**src/rtl/down_counter_pkg.sv**
```systemverilog
// Shared constants and helpers for the down counter.
// all_ones() builds the default reset value for any width up to 64 bits.
package down_counter_pkg;

    localparam int DOWN_CNT_DEFAULT_W = 4;
    localparam int DOWN_CNT_MAX_W     = 64;

    function automatic logic [DOWN_CNT_MAX_W-1:0] all_ones(input int width);
        logic [DOWN_CNT_MAX_W-1:0] r;
        r = '0;
        for (int i = 0; i < DOWN_CNT_MAX_W; i++) begin
            if (i < width) r[i] = 1'b1;
        end
        return r;
    endfunction

endpackage

```
**src/rtl/down_counter.sv**
```systemverilog
// N-bit free-running down counter with count enable, zero decode and a
// registered one-cycle wrap pulse on each 0 -> all-ones transition.
module down_counter
    import down_counter_pkg::*;
#(
    parameter int                        N       = DOWN_CNT_DEFAULT_W,
    parameter logic [DOWN_CNT_MAX_W-1:0] RST_VAL = all_ones(N)
) (
    input  logic         clk,
    input  logic         rst,
    input  logic         enable,
    output logic [N-1:0] count,
    output logic         zero,
    output logic         wrap
);

    // Wider reset values are deliberately cut down to the counter width.
    localparam logic [N-1:0] RST_CNT = RST_VAL[N-1:0];

    always_ff @(posedge clk or posedge rst) begin
        if (rst)
            count <= RST_CNT;
        else if (enable)
            count <= count - N'(1);
    end

    // Sampled against the pre-edge count, so it lands together with all-ones.
    always_ff @(posedge clk or posedge rst) begin
        if (rst)
            wrap <= 1'b0;
        else
            wrap <= enable && (count == '0);
    end

    assign zero = (count == '0);

endmodule

```
**config.mk**
```make
export PLATFORM = sky130hd
export DESIGN_NAME = down_counter
export DESIGN_NICKNAME = d
export VERILOG_FILES = /design/src/rtl/down_counter_pkg.sv /design/src/rtl/down_counter.sv
export SDC_FILE = /design/constraint.sdc
export NUM_CORES = 1
export LEC_CHECK = 0
export CORE_AREA = 10 10 47 49
export DETAILED_ROUTE_END_ITERATION = 10
export DIE_AREA = 0 0 57 59
export GPL_TIMING_DRIVEN = 1
export PLACE_DENSITY = 0.44
export REMOVE_ABC_BUFFERS = 1
export SYNTH_ARGS = -nofsm -noshare
export SYNTH_HDL_FRONTEND = slang
export SYNTH_SLANG_ARGS = --single-unit
export TNS_END_PERCENT = 30
```
**constraint.sdc**
```tcl
create_clock -name clk -period 1.4 [get_ports clk]
set_clock_uncertainty 0.2 [all_clocks]
set_input_delay 0.28 -clock clk [delete_from_list [all_inputs] [get_ports clk]]
set_output_delay 0.28 -clock clk [all_outputs]
set_load 0.01 [all_outputs]
```
### After elaboration in Yosys (flattened, before gate mapping)

Cells that the tools add are included.

| cells by class | value |
|---|---|
| add/subtract/negate cells | 1 |
| reduce and logical (&&, ||, !) cells | 2 |

Operator list:

| cell | count |
|---|---|
| 4-bit logical NOT | 1 |
| 4-bit by 1-bit subtractor with 4-bit output, second input constant | 1 |
| 1-bit logical AND | 1 |

| word-level totals | value |
|---|---|
| register bits after elaboration | 5 |
| input bits | 3 |
| output and inout bits | 6 |
| logic and storage cells | 5 |

### Logic depth before layout (Yosys ltp)

Gate-level depths: netlist of run 1.

| logic depth | value |
|---|---|
| depth after elaboration | 2 |
| depth in mapped cells | 4 |
| mapped depth without buffers | 4 |

### Worst setup path before layout of run 1

OpenSTA, ideal clock, no wires.

| timing | value |
|---|---|
| path type | register to output |
| start point | reg count[0] |
| end point | out zero |
| arrival | 0.986 ns |
| required time | 0.920 ns |
| setup slack | -0.066 ns |
| cell stages (with the launch flop) | 4 |
| path buffers | 0 |
| path through | dfstp_2 > inv_1 > ha_1 > nor3b_1 |

| on the way | value |
|---|---|
| cells in the longest elaborated chain, start to end | 1 |

Ends and longest elaborated chain:

| what | line | RTL |
|---|---|---|
| start, declared | down_counter.sv:12 | `output logic [N-1:0] count,` |
| start signal, assigned | down_counter.sv:24 | `count <= count - N'(1);` |
| 4-bit logical NOT | down_counter.sv:35 | `assign zero = (count == '0);` |
| end, declared | down_counter.sv:13 | `output logic zero,` |

Every way passes these cells.

### Worst setup path after layout of run 1

Ends and elaborated chain as after synthesis.

==> flow_summary_export.csv, run 1 <==
group,metric,value,unit
timing,period_share,1.21,
timing,min_period,1.70,ns
critical_path,worstSetupStartpointType,"register",
logic_synthesis,yosysWarnings,0,
die,die_y,59,um
logic_synthesis,synth_compound_area_frac,0.0219,
clock_network,cts_buffers,3,
logic_synthesis,postSynthAreaPerCell,12.7,um^2
placed_design,place_congestion,0.654,
layout,antennaDiodeCount,0,
power,peakVddDrop,0.00106,V
logic_synthesis,ys_types,12,
critical_path,critPathKind,"register to output port",
clock_network,worstSkewPairLatency,0.23,ns
critical_path,cp.required,0.92,ns
detailed_routing,avgRoutedWirePerCell,10.2,um
clock_network,htreeDepth,1,
timing,drv_slew,0,
clock_network,cts_tree,"done",
clock_network,path_clk_slew,0.05,ns
global_routing,grt_max_degree,6,
placed_design,dp.final_hpwl,442,um
critical_path,rr_startpoint,"count[0]",
status,status,"finished with violations",
flow_run,cap_viol_max_count,0,
logic_synthesis,synthMuxAreaShare,0,
timing,max_freq,0.588,GHz
global_routing,antenna_found_initial,0,
global_routing,grt_usage,0.0428,
logic_synthesis,synth-xor-area-share,0.115,
power,p_total,1.05,mW
placed_design,io_buffers,8,
timing,final_hold_viol_count,0,
power,leakage,0.216,nW
clock_network,clock_sinks,5,
critical_path,r2r_slack,0.01,ns
die,num_rows,14,
timing,worstMarginPinSlew,0.206,ns
critical_path,crit_path_max_fanout,2,
logic_synthesis,synth_top_cell_area_share,0.459,
layout,drive_gt1_frac,0.684,
hold_path,hold_class,"input port to asynchronous set/reset pin",
layout,postLayoutCellArea,443,um^2
logic_synthesis,synth_top_family_by_area,"simple AND/OR/NAND/NOR gates",
logic_synthesis,netlist_instances,18,
logic_synthesis,synth_area_leaders,"dfstp_2, dfrtp_1, nor4b_4",
die,core,1400,um^2
detailed_routing,antenna_left,0,
detailed_routing,vias,190,
critical_path,end_kind,"output port",
detailed_routing,drt_iter0_drc,2,
global_routing,grt_pass1_wl,1.07,mm
clock_network,cts_root_buf,"clkbuf_4",
placed_design,post_dp_cell_area,367,um^2
logic_synthesis,synth-simple-area-share,0.191,
detailed_routing,via_per_inst,3.52,
die,initial_utilization,0.163,
critical_path,worstReg2RegEnd,"count[2]",
detailed_routing,first_pass_iters,2,
logic_synthesis,syn_area,229,um^2
global_routing,first_global_vias,232,
logic_synthesis,synth_fa_ha_area_frac,0.0546,
timing,setup_violations,5,
critical_path,worst_ep_arrival_time,1.22,ns
die,die_area,3360,um^2
logic_synthesis,ys_ff_latch,5,
clock_network,cts_buffer_depth,2,
die,top_level_ports,9,
critical_path,worst_r2r_path_depth,6,
logic_synthesis,synth_top_cell_by_area,"dfstp_2",
layout,syn_to_final_growth,93.4,%
detailed_routing,wl,551,um
power,power_density,2360,nW/um^2
placed_design,place_ws,-0.443,ns
timing,worst_slack,-0.300,ns
timing,relSlewSlack,0.862,
timing,rsz0062_at_grt,"true",
status,failed_checks,"setup timing",
logic_synthesis,ys_seq_area_frac,0.568,
layout,nets,43,
detailed_routing,drt_drc_violations_left,0,
clock_network,ctsHoldBuffers,0,
global_routing,grt_overflow,0,
die,die_w,57,um
-- registers in the layout (all words and copies together) (netlist names) --
name,count
count,4
wrap,1
-- layout by cell type, fill, tap and decap left out, drive strengths merged --
cell	synthesis	final
buf	0	13
dfstp	4	4
clkbuf	0	4
inv	3	3
xor2	2	2
clkdlybuf4s50	0	2
nor2	1	1
a21oi	1	1
nand2	1	1
xnor2	1	1
nor3b	1	1
nor3	1	1
nor4b	1	1
ha	1	1
dlygate4sd2	0	1
dfrtp	1	1
-- power by group --
part           switching [mW]  leakage [nW]  internal (mW)
clock network          0.0573        0.0150          0.108
registers              0.0632        0.0559          0.254
logic                   0.231         0.145          0.333
-- layout make-up --
cell class,instances,area (um^2)
clock buffers,4,26.3
fillers,157,958
inverters,3,11.3
multi-input cells,10,119
flip-flops and latches,5,130
well taps,16,20.0
repair buffers,16,136
-- repair_timing --
item,4_1_cts,5_1_grt
gates resized for setup,29,5
pin swaps,1,1
setup buffers,1,2
setup endpoints to repair,6,5
-- worst max-delay path: stages, from the launching register on --
cell and delay (ns):
dfstp_2 0.53, inv_2 0.04, ha_4 0.15, nor3b_4 0.13
buf_2 0.14
-- how the worst max path moves through the flow --
stage | start | endpoint | slack (ns)
after floorplan | count[0] | zero | -0.07
after global placement | count[0] | zero | -0.44
after detailed placement | count[0] | zero | -0.44
after CTS | count[1] | zero | -0.31
after global routing | count[0] | zero | -0.35
final | count[0] | zero | -0.30
-- per-layer routing --
| layer | GRT usage | wire length (um) | up-vias | share of wire |
|---|---|---|---|---|
| met5 | 0 | 0 | - | 0 |
| met4 | 0.0302 | 0 | 0 | 0 |
| met3 | 0.0472 | 93 | 0 | 0.17 |
| met2 | 0.0496 | 203 | 9 | 0.37 |
| met1 | 0.0429 | 255 | 83 | 0.46 |
| li1 | - | - | 98 | - |
-- cells in the mapped netlist --
cell type / count
nand2_1: 1
dfrtp_1: 1
xor2_1: 2
ha_1: 1
xnor2_1: 1
nor2_1: 1
nor4b_4: 1
nor3b_1: 1
nor3_1: 1
dfstp_2: 4
inv_1: 3
a21oi_1: 1
-- through the flow --
stage | util | hold slack [ns] | TNS [ns] | cells
2_1_floorplan | - | -0.144 | -0.0663 | 18
4_1_cts | 0.289 | 0.0507 | -0.495 | 52
6_report | 0.316 | 0.0446 | -0.549 | 54
3_3_place_gp | 0.262 | 0.299 | -1.24 | 47
5_1_grt | 0.316 | 0.0636 | -0.816 | 54
3_5_place_dp | 0.262 | 0.304 | -1.28 | 47
-- cells by family (layout without fill, tap and decap cells) --
group / Yosys count / after routing
compound gates: 1 / 1
xor+xnor: 3 / 3
fa+ha+maj: 1 / 1
buf+inv: 3 / 23
flops: 5 / 5
simple gates: 5 / 5
No activity file was read; power rests on OpenSTA's default activity.
==> run 2: changes to the inputs <==
--- a/config.mk
+++ b/config.mk
@@ -5,6 +5,7 @@
 export SDC_FILE = /design/constraint.sdc
 export NUM_CORES = 1
 export LEC_CHECK = 0
+export CAP_MARGIN = 20
 export CORE_AREA = 10 10 47 49
 export DETAILED_ROUTE_END_ITERATION = 10
 export DIE_AREA = 0 0 57 59
==> results of run 2 <==
No change in the layout: final DEF, timing and power equal those of run 1.
